`config.mk`:
```
export PLATFORM = sky130hd
export DESIGN_NAME = seq_multiplier
export DESIGN_NICKNAME = d
export VERILOG_FILES = /design/src/rtl/seq_multiplier.sv
export SDC_FILE = /design/constraint.sdc
export NUM_CORES = 1
export LEC_CHECK = 0
export CELL_PAD_IN_SITES_DETAIL_PLACEMENT = 0
export CELL_PAD_IN_SITES_GLOBAL_PLACEMENT = 2
export CORE_UTILIZATION = 38
export CTS_CLUSTER_SIZE = 16
export DETAILED_ROUTE_END_ITERATION = 8
export HOLD_SLACK_MARGIN = 0.05
export MAX_ROUTING_LAYER = met4
export PLACE_DENSITY_LB_ADDON = 0.3
export SYNTH_ARGS = -nofsm -noshare
export SYNTH_HDL_FRONTEND = slang
export SYNTH_SLANG_ARGS = --single-unit
```
`constraint.sdc`:
```
create_clock -name clock -period 7.8 [get_ports clock]
set_input_delay 1.95 -clock clock [delete_from_list [all_inputs] [get_ports clock]]
set_output_delay 1.95 -clock clock [all_outputs]
set_load 0.005 [all_outputs]
```
`src/rtl/seq_multiplier.sv`:
```
// Sequential shift-and-add unsigned multiplier: one multiplier bit per clock,
// WIDTH iterations per request, with a registered IDLE/BUSY/DONE handshake.
module seq_multiplier #(
  parameter int WIDTH = 16
) (
  input  logic                 clock,
  input  logic                 reset,
  input  logic                 start,
  input  logic [WIDTH-1:0]     mult1,
  input  logic [WIDTH-1:0]     mult2,
  output logic                 done,
  output logic                 busy,
  output logic [2*WIDTH-1:0]   produto
);

  localparam int CNT_W = $clog2(WIDTH + 1);

  typedef enum logic [1:0] {
    IDLE = 2'b00,
    BUSY = 2'b01,
    DONE = 2'b10
  } state_t;

  state_t               state;
  logic [2*WIDTH-1:0]   mcand;
  logic [WIDTH-1:0]     mplier;
  logic [2*WIDTH-1:0]   acc;
  logic [2*WIDTH-1:0]   acc_next;
  logic [CNT_W-1:0]     cnt;

  // Partial-product add for the current multiplier LSB; 2*WIDTH bits cannot overflow.
  always_comb begin
    acc_next = acc;
    if (mplier[0]) acc_next = acc + mcand;
  end

  always_ff @(posedge clock or posedge reset) begin
    if (reset) begin
      state   <= IDLE;
      done    <= 1'b0;
      busy    <= 1'b0;
      produto <= '0;
      mcand   <= '0;
      mplier  <= '0;
      acc     <= '0;
      cnt     <= '0;
    end else begin
      case (state)
        IDLE, DONE: begin
          // DONE behaves like IDLE for acceptance; done stays up until a new request.
          if (start) begin
            mcand  <= {{WIDTH{1'b0}}, mult1};
            mplier <= mult2;
            acc    <= '0;
            cnt    <= CNT_W'(WIDTH);
            busy   <= 1'b1;
            done   <= 1'b0;
            state  <= BUSY;
          end else begin
            state  <= IDLE;
          end
        end
        BUSY: begin
          acc    <= acc_next;
          mcand  <= mcand << 1;
          mplier <= mplier >> 1;
          cnt    <= cnt - CNT_W'(1);
          if (cnt == CNT_W'(1)) begin
            produto <= acc_next;
            done    <= 1'b1;
            busy    <= 1'b0;
            state   <= DONE;
          end
        end
        default: begin
          state <= IDLE;
          busy  <= 1'b0;
        end
      endcase
    end
  end

endmodule
```
==> summary.md, run 1 <==
| Metric | Value |
|---|---|
| Synth-to-layout area growth | `24.2%` |
| Sequential element share of the synthesized area | `between 40 and 50%` |
| Die width | `132 um` |
| Fin crit share | `around 46%` |
| CORE AREA | `between 0.015 and 0.02 mm^2` |
| Ys async rst share | `100%` |
| Main synth FF type | `dfrtp_1` |
| CTS tree | `built` |
| Starting DRC count in detailed routing | `277` |
| Clk Latency, worst-skew pair | `410 ps` |
| Area after DPL | `0.00733 mm^2` |
| Run status | `finished clean` |
| Peak supply drop | `~0.21 mV` |
| Via density | `between 5 and 6` |
| Synth area leader | `dfrtp_1` |
| Post CTS Setup Buffer Count | `0` |
| CTS H-Tree Depth | `4` |
| Most frequent cells in the layout | `144 x nand2_1, 121 x dfrtp_1, 68 x clkdlybuf4s50_1` |
| Core Util, Final | `48.3%` |
| Routed via count | `around 5200` |
| Post-route total power | `3.64 mW` |
| Share of cells above drive strength 1 | `6.67%` |
| Cell Rows | `47` |
| Max-cap viol count | `0` |
| Worst setup EP type | `register` |
| Die Height | `between 100 and 150 um` |
| CP max stage cell | `fa_1` |
| Cell count after synthesis | `about 700` |
| Yosys reg bits | `between 100 and 150` |
| Vias in the first global route | `between 5000 and 6000` |
| First-pass GRT wire length | `28300 um` |
| Die area | `0.0175 mm^2` |
| Crit path required time | `8090 ps` |
| Min Tclk post-route | `3600 ps` |
| Wirelength per Cell | `17.2 um` |
| Initial Util | `38.9%` |
| IO buf count | `68` |
| Commonest non-fill, non-tap cell in the layout | `nand2_1` |
| LEAKAGE | `3.76 nW` |
| Drt drc | `0` |
| Cell Area, Synth | `roughly 0.0064 mm^2` |
| Syn avg cell area | `between 9 and 10 um^2` |
| EDFF count, synth | `0` |
| Pin count of the biggest net entering global routing | `75` |
| Crit path largest cell delay | `between 400 and 500 ps` |
| Initial antenna violation count | `0` |
| Worst-Margin Slew | `between 900 and 1000 ps` |
| Setup TNS | `0 ps` |
| Finish-stage setup viols | `0` |
| Max-slew violations | `0` |
| Clk slew on worst S/H paths | `50 ps` |
| Slew margin rel. | `about two fifths` |
| Main area contributors after synthesis | `dfrtp_1 47%, nand2_1 8.4%, ha_1 6.4%` |
| Antenna-violating nets left | `0` |
| Final Wtd Congestion | `0.815` |
| RSZ-0062 raised after global routing | `false` |
| CTS Hold Bufs | `0` |
| Post_cts resized | `0` |
| DP Worst Slack | `3800 ps` |
| Detailed placer's ending HPWL | `11000 um` |
| Critical path class | `register to register` |
| Synth Warn # | `0` |
| Most Frequent Cell on Critical Path | `a311oi_2` |
| IO Count | `69` |
| Worst path cell trace | `ha_1, fa_1, a211oi_1, o21bai_1, a31o_2, a311oi_2, o41ai_1, a311o_1, a311oi_2, mux2i_1, nand2_1` |
| PwrDens | `between 400 and 500 mW/mm^2` |
| Max Freq | `278 MHz` |
| Critical path fanouts, max | `4` |
| Buf/Inv on CP | `0` |
| CP delay by family, top | `compound AO/OA/AOI/OAI gates` |
| Clock sinks | `between 100 and 150` |
| Skew final | `8.30 ps` |
| Startpoint Class | `register` |
| CTS root buf | `clkbuf_16` |
| Top-area cell type share of the netlist area | `46.9%` |
| All-Layer GR Usage | `21.4%` |
| Max clock buf depth | `2` |
| Overflow after GRT | `0` |
| Hold Crit Class | `register to register` |
| # diodes | `0` |
| Syn_nets | `767` |
| Drt pass-1 iters | `4` |
| Fin area | `0.00801 mm^2` |
| PnR worst setup slack | `4200 ps` |
| Final hold violations | `0` |
| Drt total wl | `16900 um` |
| Nets | `roughly 820` |
| Worst Path Arrival | `just under 4000 ps` |
| Post-synth cell types | `50` |
| Num CTS Buffers | `17` |
==> worst paths after layout <==
kind	end	depth (start not counted)	from	slack, ps
setup reg to reg	produto[30]	11	mcand[0]	4200
hold reg to reg	produto[23]	2	produto[23]	470
max in group asynchronous	mcand[30]	3	reset	4490
hold / removal	produto[23]	2	produto[23]	470
min in group asynchronous	mplier[7]	2	reset	2100
setup / recovery	produto[30]	11	mcand[0]	4200
==> cells by family (layout without fill, tap and decap cells) <==
logic type / Yosys count / after routing / synth area share, %
XOR/XNOR: 30 / 30 / 4.07
multiplexers: 15 / 15 / 2.33
AND/OR/NAND/NOR: 233 / 233 / 15.8
adder cells (fa/ha/maj): 34 / 34 / 6.71
flip-flops: 121 / 121 / 46.9
AO/OA/AOI/OAI: 209 / 209 / 20.9
buffers and inverters: 56 / 123 / 3.26
==> state kept, by name, indices dropped and copies added (netlist names) <==
register and count:
done 1, produto 32, acc 32, state 2
mcand 32, cnt 5, busy 1, mplier 16
==> stage by stage <==
| step | instances | hold slack [ps] |
|---|---|---|
| final | 985 | 465 |
| after global routing | 985 | 493 |
| after CTS | 985 | 475 |
| after detailed placement | 953 | 462 |
| after global placement | 953 | 452 |
| after floorplan | 698 | 446 |
==> metal layers <==
metal | share of wire [%] | wire length (um) | global-route usage (%) | vias to the layer above
met5 | 0 | 0 | - | -
met4 | 1.4 | 234 | 8.11 | 0
met3 | 2.3 | 384 | 3.42 | 17
met2 | 49 | 8350 | 34.3 | 81
met1 | 47 | 7940 | 27.3 | 2548
li1 | - | - | - | 2599
==> cells in the mapped netlist (2+ instances only) <==
cell      count
inv_1        14
a22o_1       20
nand4_1       3
nor4b_1       3
a21oi_1      48
nor3_1        4
a311oi_2      2
nand2_1     145
nand3_1      29
mux2i_1      15
a211oi_1      2
nor2_1       21
a22oi_1      30
xor2_1       11
o211ai_1      2
o31ai_1       2
a21o_1        8
and3_1       11
a31oi_1       4
or4_1         2
ha_1         33
a221o_1       5
nor2b_1       6
o21a_1        3
xnor2_1      19
a31o_2        2
o21ai_0      55
buf_1         4
nand2b_1      4
clkbuf_1     37
o21ai_1      12
dfrtp_1     121
o21bai_1      4
==> power breakdown <==
group / switching, mW / internal [mW] / leakage, nW
registers: 0.197 / 0.894 / 1.56
clock network: 0.295 / 0.616 / 0.330
logic: 0.940 / 0.702 / 1.87
total: 1.43 / 2.21 / 3.76
==> area by class of cell <==
cell class              instances  area [um^2]
clock buffers                  20          457
inverters                      15         58.8
well taps                     220          275
fillers                      1599         8570
multi-input cells             521         3230
flip-flops and latches        121         3030
clock inverters                12          220
repair buffers                 76          741
==> tightest hold or removal path: stages, from the launching register on <==
cell and delay, ps:
dfrtp_1 340, nand2_1 50, nand2_1 50
(Power assumes the default switching activity.)
==> inputs of run 2 (changes only) <==
--- a/config.mk
+++ b/config.mk
@@ -7,7 +7,7 @@
 export LEC_CHECK = 0
 export CELL_PAD_IN_SITES_DETAIL_PLACEMENT = 0
 export CELL_PAD_IN_SITES_GLOBAL_PLACEMENT = 2
-export CORE_UTILIZATION = 38
+export CORE_UTILIZATION = 32
 export CTS_CLUSTER_SIZE = 16
 export DETAILED_ROUTE_END_ITERATION = 8
 export HOLD_SLACK_MARGIN = 0.05
==> constraint.sdc (replaced) <==
create_clock -name clock -period 3.3 [get_ports clock]
set_input_delay 0.825 -clock clock [delete_from_list [all_inputs] [get_ports clock]]
set_output_delay 0.825 -clock clock [all_outputs]
set_load 0.005 [all_outputs]
==> run 2 against run 1 <==
Effect of this change:
- final cell count up 7.8%
- flip-flop and latch count unchanged
- total power up 140%
- critical path depth unchanged
- via count up 4.3%
- non-clock buffer count up 32
==> summary.md, run 2 (synthesis results as in run 1) <==
| Metric | Value |
|---|---|
| Share of cells above drive strength 1 | `11.2% (was 6.67%)` |
| Peak supply drop | `0.417 mV (was 0.208 mV)` |
| Overflow after GRT | `0 (unchanged)` |
| CORE AREA | `0.0196 mm^2 (was 0.0166 mm^2)` |
| Crit path launch | `mcand[0] (unchanged)` |
| Post-Layout Cell Count | `1062 (was 985)` |
| RSZ-0062 raised after global routing | `true (was false)` |
| CP max stage cell | `a311oi_4 (was fa_1)` |
| Worst Path Arrival | `3530 ps (was 3900 ps)` |
| Starting DRC count in detailed routing | `328 (was 277)` |
| CTS root buf | `clkbuf_16 (unchanged)` |
| Startpoint Class | `register (unchanged)` |
| Wirelength per Cell | `16.8 um (was 17.2 um)` |
| PnR worst setup slack | `78.5 ps (was 4200 ps)` |
| Antenna-violating nets left | `0 (unchanged)` |
| # diodes | `0 (unchanged)` |
| Worst setup endpoint | `produto[30] (unchanged)` |
| R2r endpoint | `produto[30] (unchanged)` |
| Clock sinks | `121 (unchanged)` |
| CTS Hold Bufs | `0 (unchanged)` |
| Drt pass-1 iters | `4 (unchanged)` |
| Hold Slack | `462 ps (was 465 ps)` |
| Post-route total power | `8.86 mW (was 3.64 mW)` |
| WL met1 | `8570 um (was 7940 um)` |
| Top layer in use | `met4 (unchanged)` |
| Worst path cell trace | `ha_2, fa_2, a211oi_2, o21bai_1, a31o_2, a311oi_4, o41ai_4, a311o_1, a311oi_2, mux2i_1, nand2_1 (was ha_1, fa_1, a211oi_1, o21bai_1, a31o_2, a311oi_2, o41ai_1, a311o_1, a311oi_2, mux2i_1, nand2_1)` |
| Clk Latency, worst-skew pair | `420 ps (was 410 ps)` |
| Die area | `0.0207 mm^2 (was 0.0175 mm^2)` |
| Die width | `144 um (was 132 um)` |
| Skew final | `9.43 ps (was 8.30 ps)` |
| Slew margin rel. | `35.1% (was 39.1%)` |
| IO Count | `69 (unchanged)` |
| Critical path class | `register to register (unchanged)` |
| Drt total wl | `17900 um (was 16900 um)` |
| Finish-stage setup viols | `0 (unchanged)` |
| Hold Crit Class | `register to register (unchanged)` |
| Critical path fanouts, max | `3 (was 4)` |
| First-pass GRT wire length | `29300 um (was 28300 um)` |
| Max Freq | `310 MHz (was 278 MHz)` |
| CTS tree | `built (unchanged)` |
| Drt drc | `0 (unchanged)` |
| Die Height | `144 um (was 132 um)` |
| Clk slew on worst S/H paths | `60 ps (was 50 ps)` |
| LEAKAGE | `3.93 nW (was 3.76 nW)` |
| Final hold violations | `0 (unchanged)` |
| Path depth of the worst reg2reg path | `11 (unchanged)` |
| Initial Util | `32.9% (was 38.9%)` |
| Num CTS Buffers | `17 (unchanged)` |
| Min Tclk post-route | `3220 ps (was 3600 ps)` |
| Run status | `finished clean (unchanged)` |
| Vias in the first global route | `5642 (was 5310)` |
| Commonest non-fill, non-tap cell in the layout | `nand2_1 (unchanged)` |
| Core Util, Final | `42.5% (was 48.3%)` |
| Cell Rows | `51 (was 47)` |
| Worst setup EP type | `register (unchanged)` |
| All-Layer GR Usage | `19.2% (was 21.4%)` |
| Detailed placer's ending HPWL | `12200 um (was 11000 um)` |
| Crit path largest cell delay | `400 ps (was 430 ps)` |
| Post-Place Cells | `1030 (was 953)` |
| Leading registers by flop count | `acc x32, mcand x32, produto x32 (unchanged)` |
| Crit path required time | `3600 ps (was 8090 ps)` |
| Met2 WL | `8540 um (was 8350 um)` |
| PwrDens | `1060 mW/mm^2 (was 455 mW/mm^2)` |
| Synth-to-layout area growth | `29.2% (was 24.2%)` |
| CTS H-Tree Depth | `4 (unchanged)` |
| Met3 WL | `530 um (was 384 um)` |
| FF-to-FF Start | `mcand[0] (unchanged)` |
| Fillcell total | `1929 (was 1599)` |
| Via density | `5.15 (was 5.32)` |
| Most frequent cells in the layout | `145 x nand2_1, 121 x dfrtp_1, 68 x clkdlybuf4s50_1 (was 144 x nand2_1, 121 x dfrtp_1, 68 x clkdlybuf4s50_1)` |
| Post CTS Setup Buffer Count | `0 (unchanged)` |
| Initial antenna violation count | `0 (unchanged)` |
| Final Wtd Congestion | `0.870 (was 0.815)` |
| Worst reg-to-reg setup slack | `80 ps (was 4200 ps)` |
| Nets | `853 (was 821)` |
| Max clock buf depth | `2 (unchanged)` |
| IO buf count | `68 (unchanged)` |
| Fin crit share | `97.6% (was 46.2%)` |
| Max-cap viol count | `0 (unchanged)` |
| Worst-Margin Slew | `970 ps (was 908 ps)` |
| Pin count of the biggest net entering global routing | `62 (was 75)` |
| Routed via count | `5468 (was 5245)` |
| DP Worst Slack | `-72.9 ps (was 3800 ps)` |
| Max-slew violations | `0 (unchanged)` |
-- run 2: changes by cell type in the layout (fill, tap and decap cells not counted), moves of 2 or more --
cell / before / now
clkbuf_8: 2 / 4
clkinvlp_4: 1 / 3
buf_12: 0 / 2
buf_4: 8 / 38
bufinv_16: 6 / 3
-- run 2: per-layer routing --
layer / up-vias / global-route usage, %
met4: 0 / 6.89
met5: - / -
met3: 18 / 2.88
met1: 2685 / 24.3
met2: 103 / 31.1
li1: 2662 / -
-- run 2: timing repair --
action | in CTS | in global routing
setup endpoints to repair | 3 | 6
pin swaps | 5 | 6
gates resized for setup | 3 | 6
-- run 2: worst max-delay path: cells and delay by family (launching register included) --
kind	cells	cell delay (ps)
AOI/OAI and AO/OA	7	1850
adders and majority gates	2	560
and+or+nand+nor	1	60
muxes	1	240
DFF	1	380
-- run 2: layout make-up --
type	instances	area, um^2	area share (%)
sequential	121	3030	36.3
clock inverter	11	143	1.71
clock buffer	21	480	5.76
timing repair buffer	108	1010	12.1
inverter	15	60.1	0.721
multi-input combinational	521	3290	39.4
tap	265	332	3.98
-- run 2: how the worst min path moves through the flow --
stage                start  cells past startpoint          end
2_1_floorplan       cnt[4]                      1       cnt[4]
3_3_place_gp   produto[23]                      2  produto[23]
3_5_place_dp   produto[23]                      2  produto[23]
4_1_cts        produto[23]                      2  produto[23]
5_1_grt        produto[23]                      2  produto[23]
6_report       produto[23]                      2  produto[23]
-- run 2: through the flow --
step,TNS (ps),area [um^2]
after floorplan,0,6450
after global placement,-80.8,7650
after detailed placement,-132,7650
after CTS,0,8300
after global routing,-49.4,8340
final,0,8340
-- run 2: report_power, final --
part	switching (mW)	total [mW]	leakage, nW	internal (mW)
logic	2.42	4.34	2.07	1.91
clock network	0.691	1.96	0.305	1.26
registers	0.460	2.57	1.56	2.11
total	3.57	8.86	3.93	5.29
==> inputs of run 3 (changes only) <==
--- a/config.mk
+++ b/config.mk
@@ -13,6 +13,7 @@
 export HOLD_SLACK_MARGIN = 0.05
 export MAX_ROUTING_LAYER = met4
 export PLACE_DENSITY_LB_ADDON = 0.3
+export SLEW_MARGIN = 15
 export SYNTH_ARGS = -nofsm -noshare
 export SYNTH_HDL_FRONTEND = slang
 export SYNTH_SLANG_ARGS = --single-unit
==> results of run 3 <==
No change in the layout: final DEF, timing and power equal those of run 2.
